**config.mk**
```make
export PLATFORM = sky130hd
export DESIGN_NAME = uart_tx_arbiter
export DESIGN_NICKNAME = d
export VERILOG_FILES = /design/src/rtl/uart_tx_arbiter.sv
export SDC_FILE = /design/constraint.sdc
export NUM_CORES = 1
export LEC_CHECK = 0
export ABC_AREA = 0
export CAP_MARGIN = 20
export CORE_UTILIZATION = 56
export CTS_BUF_LIST = sky130_fd_sc_hd__clkbuf_4 sky130_fd_sc_hd__clkbuf_8
export DETAILED_ROUTE_END_ITERATION = 6
export PLACE_DENSITY = 0.93
export REMOVE_ABC_BUFFERS = 1
export SETUP_SLACK_MARGIN = 0.02
export SLEW_MARGIN = 10
export SYNTH_ARGS = -nofsm -noshare
export SYNTH_HDL_FRONTEND = slang
export SYNTH_SLANG_ARGS = --single-unit
```
**constraint.sdc**
```tcl
create_clock -name clk -period 3.7 [get_ports clk]
set_input_delay 0.37 -clock clk [delete_from_list [all_inputs] [get_ports clk]]
set_output_delay 0.37 -clock clk [all_outputs]
set_load 0.01 [all_outputs]
```
**src/rtl/uart_tx_arbiter.sv**
```systemverilog
// Round-robin arbiter/sequencer sharing one UART transmitter between
// NUM_REQ byte producers, with optional packet lock and a tx_done watchdog.
module uart_tx_arbiter #(
  parameter int unsigned NUM_REQ    = 4,
  parameter int unsigned DATA_W     = 8,
  parameter int unsigned TX_TIMEOUT = 4096,
  parameter int unsigned LOCK_IDLE  = 64
) (
  input  logic                         clk,
  input  logic                         rst,
  input  logic [NUM_REQ-1:0]           req,
  input  logic [NUM_REQ-1:0]           req_last,
  input  logic [NUM_REQ*DATA_W-1:0]    req_data,
  output logic [NUM_REQ-1:0]           req_ack,
  output logic                         tx_start,
  output logic [DATA_W-1:0]            tx_data,
  input  logic                         tx_busy,
  input  logic                         tx_done,
  output logic [$clog2(NUM_REQ)-1:0]   grant_id,
  output logic                         grant_valid,
  output logic                         locked,
  output logic                         timeout_err
);

  localparam int unsigned ID_W = $clog2(NUM_REQ);
  localparam int unsigned WD_W = $clog2(TX_TIMEOUT + 1);
  localparam int unsigned LI_W = $clog2(LOCK_IDLE + 1);

  typedef enum logic [0:0] {
    IDLE      = 1'b0,
    WAIT_DONE = 1'b1
  } state_t;

  state_t                 state;
  logic [ID_W-1:0]        last_ptr;
  logic [WD_W-1:0]        wd_cnt;
  logic [LI_W-1:0]        li_cnt;

  logic [NUM_REQ-1:0]     own_mask_c;
  logic [NUM_REQ-1:0]     cand_c;
  logic [2*NUM_REQ-1:0]   dbl_c;
  logic                   found_c;
  int unsigned            w_c;
  logic [ID_W-1:0]        win_c;
  logic [DATA_W-1:0]      win_data_c;
  logic                   win_last_c;
  logic                   launch_c;

  // Winner search: first candidate at or above (last winner + 1), wrapping.
  always_comb begin
    own_mask_c = NUM_REQ'(1) << grant_id;
    cand_c     = locked ? (req & own_mask_c) : req;
    dbl_c      = {cand_c, cand_c} >> (32'(last_ptr) + 32'd1);
    found_c    = 1'b0;
    w_c        = 32'd0;
    for (int unsigned k = 0; k < NUM_REQ; k++) begin
      if (!found_c && dbl_c[k]) begin
        found_c = 1'b1;
        w_c     = 32'(last_ptr) + 32'd1 + k;
      end
    end
    if (w_c >= NUM_REQ) w_c = w_c - NUM_REQ;
    win_c      = ID_W'(w_c);
    win_data_c = '0;
    win_last_c = 1'b0;
    for (int unsigned i = 0; i < NUM_REQ; i++) begin
      if (win_c == ID_W'(i)) begin
        win_data_c = req_data[i*DATA_W +: DATA_W];
        win_last_c = req_last[i];
      end
    end
    launch_c = found_c && !tx_busy;
  end

  // Arbitration FSM with registered outputs, watchdog and lock-idle counters.
  always_ff @(posedge clk or negedge rst) begin
    if (!rst) begin
      state       <= IDLE;
      req_ack     <= '0;
      tx_start    <= 1'b0;
      tx_data     <= '0;
      grant_id    <= '0;
      grant_valid <= 1'b0;
      locked      <= 1'b0;
      timeout_err <= 1'b0;
      last_ptr    <= ID_W'(NUM_REQ - 1);
      wd_cnt      <= '0;
      li_cnt      <= '0;
    end else begin
      req_ack     <= '0;
      tx_start    <= 1'b0;
      timeout_err <= 1'b0;
      case (state)
        IDLE: begin
          if (launch_c) begin
            tx_start    <= 1'b1;
            req_ack     <= NUM_REQ'(1) << win_c;
            tx_data     <= win_data_c;
            grant_id    <= win_c;
            grant_valid <= 1'b1;
            locked      <= ~win_last_c;
            li_cnt      <= '0;
            wd_cnt      <= WD_W'(1);
            state       <= WAIT_DONE;
          end else if (!tx_busy && locked) begin
            // Owner holds the lock but is not requesting: count toward release.
            if (li_cnt == LI_W'(LOCK_IDLE - 1)) begin
              locked <= 1'b0;
              li_cnt <= '0;
            end else begin
              li_cnt <= li_cnt + LI_W'(1);
            end
          end
        end
        WAIT_DONE: begin
          if (tx_done) begin
            grant_valid <= 1'b0;
            last_ptr    <= grant_id;
            wd_cnt      <= '0;
            state       <= IDLE;
          end else if (wd_cnt >= WD_W'(TX_TIMEOUT)) begin
            timeout_err <= 1'b1;
            grant_valid <= 1'b0;
            locked      <= 1'b0;
            last_ptr    <= grant_id;
            wd_cnt      <= '0;
            state       <= IDLE;
          end else begin
            wd_cnt <= wd_cnt + WD_W'(1);
          end
        end
        default: state <= IDLE;
      endcase
    end
  end

endmodule

```
==> PnR_summary.wiki, run 1 <==
{| class="wikitable"
! Metric !! Value
|-
| Antenna-violating nets left || 0
|-
| Highest achievable clock rate || 0.359 GHz
|-
| Setup CP Type || reg -> reg
|-
| Overall overflow remaining after global route || 0
|-
| Switching Share || 43.7%
|-
| IR drop worst, VDD || 431 uV
|-
| Crit share post-route || 75.3%
|-
| Unrepaired setup endpoints after global routing || false
|-
| Element type at the critical path start || register
|-
| H-tree depth || 2
|-
| Maximum number of pins on one net before global-route repair || 42
|-
| I/O Buffers || 61
|-
| Yosys synthesis warning count || 0
|-
| Commonest cells post-synth || dfrtp_1, nand2_1, inv_1, mux2i_1, nor2_1
|-
| Routability congestion estimate || between 0.8 and 0.9
|-
| Relative slew margins || 32.9%
|-
| Hold slack || approximately 190 ps
|-
| Post-synthesis area per instance || 9.65 um2
|-
| Die extent in y || 72.1 um
|-
| Violations in the final reports || DRC
|-
| Power density of the placed cells || 742 mW/mm2
|-
| Cell accounting for the most synthesized area || dfrtp_1
|-
| Clock slew at reported path FFs || approximately 90 ps
|-
| Site Rows || 25
|-
| PostCTS Resize Cnt || 0
|-
| Post-layout min period || 2790 ps
|-
| Signed area change from the synthesized netlist to the final layout || 24.5%
|-
| Width of the die || 72.1 um
|-
| Maxcap violations || 0
|-
| Top fanout value on the critical path || 16
|-
| FF+latch count, synth || 41
|-
| Wire length reported by the detailed router || 6380 um
|-
| HPWL after detailed placement || between 4000 and 5000 um
|-
| Worst-Skew Late Latency || 300 ps
|-
| Hold/Removal Path Class || in -> async
|-
| Post-CTS Setup Bufs || 0
|-
| Origin of the critical flop-to-flop path || last_ptr[0]
|-
| CTS Hold Buffers Added || 0
|-
| Sequential cell fraction of total power || 29.4%
|-
| Synth Cell Area || 0.00275 mm2
|-
| Switching Power || approximately 1100 uW
|-
| Iter 0 DRT Violations || 104
|-
| Number of antenna violations at the first check in global routing || 0
|-
| Average vias per placed instance || 5.75
|-
| Count of nets after finishing || between 300 and 400
|-
| Critical path arrival || around 3000 ps
|-
| Count of flip-flops with a built-in enable after synthesis || 0
|-
| Fraction of final layout cells sized beyond drive strength 1 || 10.6%
|-
| Final Skew || 11.3 ps
|-
| Clock tree sinks || 41
|-
| Total die area || 0.00520 mm2
|-
| Cell leakage power || 0.00143 uW
|-
| Unique cell type count in the Yosys netlist || 64
|-
| Final number of setup-violating endpoints || 0
|-
| Start point of the critical path || last_ptr[0]
|-
| Count of inserted antenna diode cells || 0
|-
| Measured slew at the worst slew-check pin || 999 ps
|-
| Ports || 62
|-
| Int Power || 1430 uW
|-
| Count of final max-slew check failures || 0
|-
| First-pass GRT wire length || 10400 um
|-
| Setup TNS || 0 ps
|-
| Fraction of the yosys area taken by sequential cells || 37.4%
|-
| Portion of total power attributed to combinational logic || 56.3%
|-
| Count of endpoints failing hold in the final timing report || 0
|-
| Run status || complete, but fails checks
|-
| Synth async-reset ratio || 100%
|-
| Buffer type at the clock tree root || clkbuf_8
|-
| Number of design rule violations left after detail routing || 1
|-
| Critical Path End Type || register
|-
| TritonCTS clock tree || done
|-
| TritonCTS Buffers || 5
|-
| Data required time of the worst path || between 3000 and 4000 ps
|-
| Most used DFF post-synth || dfrtp_1
|-
| Combined global-route utilization of all metal layers || 25.5%
|-
| Placeable core region || 0.00472 mm2
|-
| First-pass DRT Iterations || 6
|-
| Vias in the first global route || 2247
|-
| Area fraction of the dominant cell type after synthesis || 35.5%
|-
| Via Count || 2334
|-
| Most repeated cell in the gate-level netlist after synthesis || dfrtp_1
|-
| WL/cell || 15.7 um
|-
| Number of instances in the synthesized netlist || 285
|-
| Top cells by area, synth || dfrtp_1, mux2i_1, a211oi_1
|-
| Bufs on Longest Clock Path || 2
|-
| Starting density of the core || 58.2%
|-
| Share of total power in the clock network || 14.3%
|}
[cell usage in the layout, fill, tap and decap left out, types with 2 or more instances in the layout]
| cell | instances |
|---|---|
| a2111oi_4 | 2 |
| a21oi_1 | 13 |
| o21ai_1 | 3 |
| clkdlybuf4s50_1 | 60 |
| o211a_1 | 3 |
| o21ai_0 | 13 |
| o21ai_4 | 2 |
| dfstp_2 | 2 |
| mux2i_1 | 21 |
| ha_1 | 3 |
| a21o_1 | 4 |
| clkbuf_8 | 5 |
| a211oi_4 | 2 |
| and3_1 | 4 |
| nand2_1 | 25 |
| a211oi_1 | 14 |
| a31oi_1 | 8 |
| nand3_1 | 9 |
| inv_1 | 22 |
| dfrtp_1 | 39 |
| nand4_1 | 4 |
| a211o_1 | 2 |
| nor3_1 | 3 |
| nor2b_1 | 4 |
| nor3b_1 | 2 |
| nand2b_1 | 4 |
| nor2_1 | 19 |
| o22ai_1 | 10 |
[area by class of cell]
class | count | area, um2
clock buffer | 5 | 68.8
clock inverter | 3 | 43.8
fill | 340 | 1300
inverter | 23 | 88.8
multi-input combinational | 206 | 1510
sequential | 41 | 1030
tap | 67 | 83.8
timing repair buffer | 61 | 606
[per-layer routing]
layer	global-route usage, %	part of all wire [%]	vias up
met3	4.03	3.1	10
li1	-	-	1146
met5	0	0	-
met4	7.19	1.5	0
met1	34.2	46	1124
met2	43.1	49	54
[stage by stage]
stage          utilization, %  instance area [um2]  setup slack, ps  std cells  power (uW)
4_1_cts                  72.5                 3420              917        406        2540
2_1_floorplan               -                 2620             1240        270        1720
6_report                 72.5                 3420              913        406        2540
3_3_place_gp             70.1                 3310              849        398        2120
3_5_place_dp             70.1                 3310              740        398        2170
5_1_grt                  72.5                 3420              769        406        2690
[final timing paths]
kind                               to  slack, ps  depth (start not counted)
setup / recovery           tx_data[4]        910                          7
max in group asynchronous      locked       2950                          1
min in group clk            wd_cnt[9]        480                          1
setup reg to reg           tx_data[4]        910                          7
hold / removal              li_cnt[5]        190                          1
hold reg to reg             wd_cnt[9]        480                          1
[state kept, by name, summed over array words and instances (netlist names)]
name,flops
tx_start,1
li_cnt,7
req_ack,4
locked,1
timeout_err,1
grant_id,2
tx_data,8
wd_cnt,13
state,1
last_ptr,2
grant_valid,1
[worst max-delay path, cell delays in order (launching register included)]
cell and delay [ps]:
dfstp_2 760, mux2i_2 320, o221a_4 290, o21ai_2 120, o21ai_4 480, inv_4 190
nand2b_1 340, o22ai_1 130
[power by group through the flow]
stage               logic [uW]  registers, uW  clock network [uW]
finish                    1430            746                 364
floorplan                  966            751                   0
CTS                       1430            742                 371
global route              1530            765                 387
detailed placement        1420            747                   0
global placement          1380            747                   0
[kinds of logic after synthesis]
family                   count (synthesis)  share of synthesized area (%)
AO/OA/AOI/OAI                           94                           28.3
XOR/XNOR                                 1                          0.319
adder cells (fa/ha/maj)                  3                           1.37
buffers and inverters                   38                           7.87
flip-flops                              41                           37.4
multiplexers                            23                           8.55
AND/OR/NAND/NOR                         85                           16.2
(Power assumes the default switching activity.)
==> run 2: changes to the inputs <==
--- a/config.mk
+++ b/config.mk
@@ -7,10 +7,10 @@
 export LEC_CHECK = 0
 export ABC_AREA = 0
 export CAP_MARGIN = 20
-export CORE_UTILIZATION = 56
+export CORE_UTILIZATION = 47
 export CTS_BUF_LIST = sky130_fd_sc_hd__clkbuf_4 sky130_fd_sc_hd__clkbuf_8
 export DETAILED_ROUTE_END_ITERATION = 6
-export PLACE_DENSITY = 0.93
+export PLACE_DENSITY = 0.83
 export REMOVE_ABC_BUFFERS = 1
 export SETUP_SLACK_MARGIN = 0.02
 export SLEW_MARGIN = 10
==> constraint.sdc (replaced) <==
create_clock -name clk -period 2.3 [get_ports clk]
set_input_delay 0.23 -clock clk [delete_from_list [all_inputs] [get_ports clk]]
set_output_delay 0.23 -clock clk [all_outputs]
set_load 0.01 [all_outputs]
==> PnR_summary.wiki, run 2 (same netlist as run 1, synthesis figures left out) <==
{| class="wikitable"
! Metric !! Value
|-
| Run status || finished, final reports clean
|-
| Signed area change from the synthesized netlist to the final layout || 34.3%
|-
| HPWL after detailed placement || 5070 um (+8.6%)
|-
| Worst-case setup margin in the final layout || 75.8 ps (-837 ps)
|-
| Via Count || 2514 (+7.7%)
|-
| H-tree depth || 2 (unchanged)
|-
| Data required time of the worst path || 2470 ps (-1390 ps)
|-
| Critical path arrival || 2400 ps (-550 ps)
|-
| Flip-flop count of the largest register after layout || 13 (unchanged)
|-
| Number of antenna violations at the first check in global routing || 0 (unchanged)
|-
| Overall overflow remaining after global route || 0 (unchanged)
|-
| Bufs on Longest Clock Path || 2 (unchanged)
|-
| Top fanout value on the critical path || 11 (-5)
|-
| Maximum number of pins on one net before global-route repair || 42 (unchanged)
|-
| Final core utilization || 66.2% (-6.3 points)
|-
| I/O Buffers || 61 (unchanged)
|-
| Placeable core region || 0.00557 mm2 (+18%)
|-
| Element type at the critical path start || register
|-
| Cell leakage power || 0.00158 uW (+10%)
|-
| Count of final max-slew check failures || 0 (unchanged)
|-
| Final Cell Area || 0.00369 mm2 (+7.8%)
|-
| Site Rows || 27 (+8.0%)
|-
| Power density of the placed cells || 1220 mW/mm2 (+64%)
|-
| Setup CP Type || reg -> reg
|-
| WL/cell || 16.1 um (+2.3%)
|-
| Count of nets after finishing || 416 (+8.1%)
|-
| Ports || 62 (unchanged)
|-
| Hold/Removal Path Class || in -> async
|-
| Fraction of final layout cells sized beyond drive strength 1 || 19.2% (+8.6 points)
|-
| Sequential standard cell area || 0.00103 mm2 (+0.12%)
|-
| Highest achievable clock rate || 0.450 GHz (+25%)
|-
| Starting density of the core || 49.3% (-8.9 points)
|-
| Crit share post-route || 96.7% (+21 points)
|-
| Clock slew at reported path FFs || 80 ps (about the same)
|-
| Register with the highest flop count || wd_cnt
|-
| Maxcap violations || 0 (unchanged)
|-
| Worst-Skew Late Latency || 290 ps (about the same)
|-
| Die extent in y || 78.5 um (+8.9%)
|-
| Setup slack at placement || -54.0 ps (-794 ps)
|-
| TritonCTS clock tree || done
|-
| Start point of the critical path || last_ptr[0]
|-
| Final Skew || 7.27 ps (-3.99 ps)
|-
| Total die area || 0.00616 mm2 (+19%)
|-
| Average vias per placed instance || 5.69 (-1.1%)
|-
| Width of the die || 78.5 um (+8.9%)
|-
| CTS Hold Buffers Added || 0 (unchanged)
|-
| Count of endpoints failing hold in the final timing report || 0 (unchanged)
|-
| Number of design rule violations left after detail routing || 0 (-1)
|-
| Origin of the critical flop-to-flop path || last_ptr[0]
|-
| Iter 0 DRT Violations || 122 (+17%)
|-
| Combined global-route utilization of all metal layers || 23.8% (-1.7 points)
|-
| Registers with the most flip-flops || wd_cnt: 13 flops, tx_data: 8 flops, li_cnt: 7 flops
|-
| Wire length reported by the detailed router || 7100 um (+11%)
|-
| TritonCTS Buffers || 5 (unchanged)
|-
| Antenna-violating nets left || 0 (unchanged)
|-
| Final number of setup-violating endpoints || 0 (unchanged)
|-
| Post-layout min period || 2220 ps (-563 ps)
|-
| Measured slew at the worst slew-check pin || 885 ps (-114 ps)
|-
| Unrepaired setup endpoints after global routing || true
|-
| Multi-input gate area || 0.00155 mm2 (+3.1%)
|-
| Most frequent standard cell in the layout excluding fill and tap cells || clkdlybuf4s50_1
|-
| Placed standard-cell area || 0.00351 mm2 (+6.0%)
|-
| Most used cells in the layout excluding fill and tap cells || clkdlybuf4s50_1, dfrtp_1, buf_4
|-
| Filler Cell Count || 432 (+27%)
|-
| IR drop worst, VDD || 770 uV (+79%)
|-
| Count of inserted antenna diode cells || 0 (unchanged)
|-
| First-pass DRT Iterations || 4 (-2)
|-
| Vias in the first global route || 2461 (+9.5%)
|-
| Relative slew margins || 41.0% (+8.1 points)
|-
| Buffer type at the clock tree root || clkbuf_8
|-
| Critical Path End Type || register
|-
| Clock tree sinks || 41 (unchanged)
|-
| First-pass GRT wire length || 11600 um (+11%)
|-
| Routability congestion estimate || 0.819 (-4.5%)
|}
-- run 2: path summary, 6_finish.rpt --
path	to	slack (ps)	cells past startpoint
worst max-delay path	tx_data[2]	80	8
worst min-delay path	li_cnt[0]	60	1
worst max register to register	tx_data[2]	80	8
worst min register to register	wd_cnt[11]	500	1
max in group asynchronous	locked	1640	1
min in group clk	wd_cnt[11]	500	1
-- run 2: critical path, stage by stage (launching register included) --
cell and delay, ps:
dfstp_2 560, clkbuf_2 160, buf_4 140, and2b_1 200
a211o_1 160, o211ai_4 110, a21o_2 330, a2111oi_4 370
a211oi_2 80
-- run 2: report_power, final --
part	switching, uW	total, uW	internal (uW)	leakage (uW)
Clock	261	470	210	0.0000439
Sequential	182	1110	932	0.000533
Combinational	1520	2910	1390	0.000998
-- run 2: stage by stage --
step	instances	power [uW]	hold slack, ps	setup TNS, ps
finish	442	4500	55.0	0
global route	442	4800	131	0
CTS	437	4300	87.5	0
detailed placement	427	3790	411	-263
global placement	427	3720	404	-4.24
floorplan	270	2760	-65.6	-882
-- run 2: metal layers --
metal / routed length, um / GRT usage, % / vias to the layer above
li1: - / - / 1210
met1: 3090 / 29.5 / 1212
met2: 3530 / 41.3 / 76
met3: 301 / 4.53 / 16
met4: 176 / 8.15 / 0
met5: 0 / 0 / -
-- run 2: repair_timing --
item | 4_1_cts | 5_1_grt
gates resized for setup | 0 | 7
endpoints found under the setup margin | 11 | 18
pin swaps | 0 | 3
cloned | 0 | 2
setup buffers | 2 | 3
-- run 2: cell type report --
type	instances	share of cell area (%)
clock inverters	3	0.474
well taps	72	2.44
multi-input cells	208	42.0
repair buffers	90	22.9
inverters	23	2.41
flip-flops and latches	41	27.9
clock buffers	5	1.86
==> run 3: changes to the inputs <==
--- a/config.mk
+++ b/config.mk
@@ -10,6 +10,7 @@
 export CORE_UTILIZATION = 47
 export CTS_BUF_LIST = sky130_fd_sc_hd__clkbuf_4 sky130_fd_sc_hd__clkbuf_8
 export DETAILED_ROUTE_END_ITERATION = 6
+export MAX_ROUTING_LAYER = met4
 export PLACE_DENSITY = 0.83
 export REMOVE_ABC_BUFFERS = 1
 export SETUP_SLACK_MARGIN = 0.02
==> PnR_summary.wiki, run 3 (same netlist as run 1, synthesis figures left out) <==
{| class="wikitable"
! Metric !! Value
|-
| Crit path to || tx_data[2]
|-
| Measured slew at the worst slew-check pin || 907 ps (+22.9 ps)
|-
| Most used cells in the layout excluding fill and tap cells || clkdlybuf4s50_1, dfrtp_1, buf_4
|-
| Power density of the placed cells || 1220 mW/mm2 (+0.21%)
|-
| Combined global-route utilization of all metal layers || 24.4% (+0.65 points)
|-
| Origin of the critical flop-to-flop path || last_ptr[0]
|-
| Cell leakage power || 0.00158 uW (unchanged)
|-
| Width of the die || 78.5 um (unchanged)
|-
| Element type at the critical path start || register
|-
| Maxcap violations || 0 (unchanged)
|-
| First-pass DRT Iterations || 5 (+1)
|-
| Worst-Skew Late Latency || 290 ps (about the same)
|-
| Overall overflow remaining after global route || 0 (unchanged)
|-
| Post-layout min period || 2220 ps (+0.466 ps)
|-
| Registers with the most flip-flops || wd_cnt: 13 flops, tx_data: 8 flops, li_cnt: 7 flops
|-
| Count of nets after finishing || 416 (unchanged)
|-
| Register with the highest flop count || wd_cnt
|-
| Starting density of the core || 49.3% (unchanged)
|-
| Site Rows || 27 (unchanged)
|-
| Flip-flop count of the largest register after layout || 13 (unchanged)
|-
| Routability congestion estimate || 0.831 (+1.5%)
|-
| TritonCTS Buffers || 5 (unchanged)
|-
| H-tree depth || 2 (unchanged)
|-
| Number of antenna violations at the first check in global routing || 0 (unchanged)
|-
| Data required time of the worst path || 2470 ps (about the same)
|-
| Signed area change from the synthesized netlist to the final layout || 34.3% (unchanged)
|-
| Unrepaired setup endpoints after global routing || true
|-
| Count of endpoints failing hold in the final timing report || 0 (unchanged)
|-
| Vias in the first global route || 2469 (+0.33%)
|-
| Antenna-violating nets left || 0 (unchanged)
|-
| Highest achievable clock rate || 0.450 GHz (about the same)
|-
| Reg2reg path depth || 7 (-1)
|-
| Crit share post-route || 96.7% (about the same)
|-
| Final Skew || 8.10 ps (+0.831 ps)
|-
| Total die area || 0.00616 mm2 (unchanged)
|-
| Count of inserted antenna diode cells || 0 (unchanged)
|-
| Iter 0 DRT Violations || 100 (-18%)
|-
| Placeable core region || 0.00557 mm2 (unchanged)
|-
| Via Count || 2534 (+0.80%)
|-
| Final number of setup-violating endpoints || 0 (unchanged)
|-
| Clock slew at reported path FFs || 80 ps (about the same)
|-
| Ports || 62 (unchanged)
|-
| Bufs on Longest Clock Path || 2 (unchanged)
|-
| Critical Path End Type || register
|-
| Maximum number of pins on one net before global-route repair || 42 (unchanged)
|-
| Final core utilization || 66.2% (unchanged)
|-
| Setup slack, reg-to-reg || 80 ps (about the same)
|-
| TritonCTS clock tree || done
|-
| I/O Buffers || 61 (unchanged)
|-
| Run status || finished, final reports clean
|-
| Placed standard-cell area || 0.00351 mm2 (unchanged)
|-
| Capture point of the worst reg-to-reg path || tx_data[2]
|-
| Most frequent standard cell in the layout excluding fill and tap cells || clkdlybuf4s50_1
|-
| Die extent in y || 78.5 um (unchanged)
|-
| Start point of the critical path || last_ptr[0]
|-
| Relative slew margins || 39.5% (-1.5 points)
|-
| Buffer type at the clock tree root || clkbuf_8
|-
| Setup CP Type || reg -> reg
|-
| Fraction of final layout cells sized beyond drive strength 1 || 19.2% (unchanged)
|-
| Top fanout value on the critical path || 11 (unchanged)
|-
| WL/cell || 16.1 um (+0.55%)
|-
| Critical path arrival || 2400 ps (about the same)
|-
| Average vias per placed instance || 5.73 (+0.80%)
|-
| Wire length reported by the detailed router || 7140 um (+0.55%)
|-
| IR drop worst, VDD || 770 uV (about the same)
|-
| CTS Hold Buffers Added || 0 (unchanged)
|-
| Clock tree sinks || 41 (unchanged)
|-
| HPWL after detailed placement || 5070 um (unchanged)
|-
| Final Cell Area || 0.00369 mm2 (unchanged)
|-
| First-pass GRT wire length || 11500 um (-0.35%)
|-
| Number of design rule violations left after detail routing || 0 (unchanged)
|-
| Count of final max-slew check failures || 0 (unchanged)
|-
| Hold/Removal Path Class || in -> async
|}
run 3: critical path, stage by stage, from the launching register on:
cell and delay, ps:
dfstp_2 560, buf_12 120, mux2i_4 250, o221a_4 280
o211ai_4 120, a21o_2 330, a2111oi_4 370, a211oi_2 80
run 3: report_power, final:
group          leakage, uW  internal, uW  switching (uW)
Combinational     0.000998          1390            1530
Sequential        0.000533           932             184
Clock            0.0000439           210             262
run 3: cell type report:
class | instances | area (um2)
multi-input cells | 208 | 1550
repair buffers | 90 | 846
clock buffers | 5 | 68.8
inverters | 23 | 88.8
flip-flops and latches | 41 | 1030
clock inverters | 3 | 17.5
well taps | 72 | 90.1
fillers | 432 | 1880
run 3: worst min path at each step:
stage | slack (ps) | cells after the start | endpoint | start
5_1_grt | 130 | 1 | wd_cnt[5] | rst
6_report | 60 | 1 | li_cnt[0] | rst
3_5_place_dp | 410 | 1 | li_cnt[0] | rst
2_1_floorplan | -70 | 0 | grant_id[0] | rst
3_3_place_gp | 400 | 1 | li_cnt[0] | rst
4_1_cts | 90 | 1 | wd_cnt[5] | rst
run 3: stage by stage:
stage | cells | hold WS [ps] | worst slack [ps] | power (uW) | TNS (ps)
final | 442 | 63.6 | 75.4 | 4510 | 0
after detailed placement | 427 | 411 | -54.0 | 3790 | -263
after global placement | 427 | 404 | -3.34 | 3720 | -4.24
after global routing | 442 | 128 | 3.16 | 4800 | 0
after floorplan | 270 | -65.6 | -155 | 2760 | -882
after CTS | 437 | 87.5 | 30.2 | 4300 | 0
run 3: repair_timing:
action / 4_1_cts / 5_1_grt
pin swaps: 0 / 3
buffers inserted: 2 / 3
endpoints found under the setup margin: 11 / 18
gates resized for setup: 0 / 7
cloned: 0 / 2
run 3: routing by layer:
metal	up-vias	global-route usage (%)	wire length (um)
met5	-	-	0
met4	0	8.15	178
met3	17	4.07	180
met2	68	41.4	3540
met1	1239	29.6	3240
li1	1210	-	-
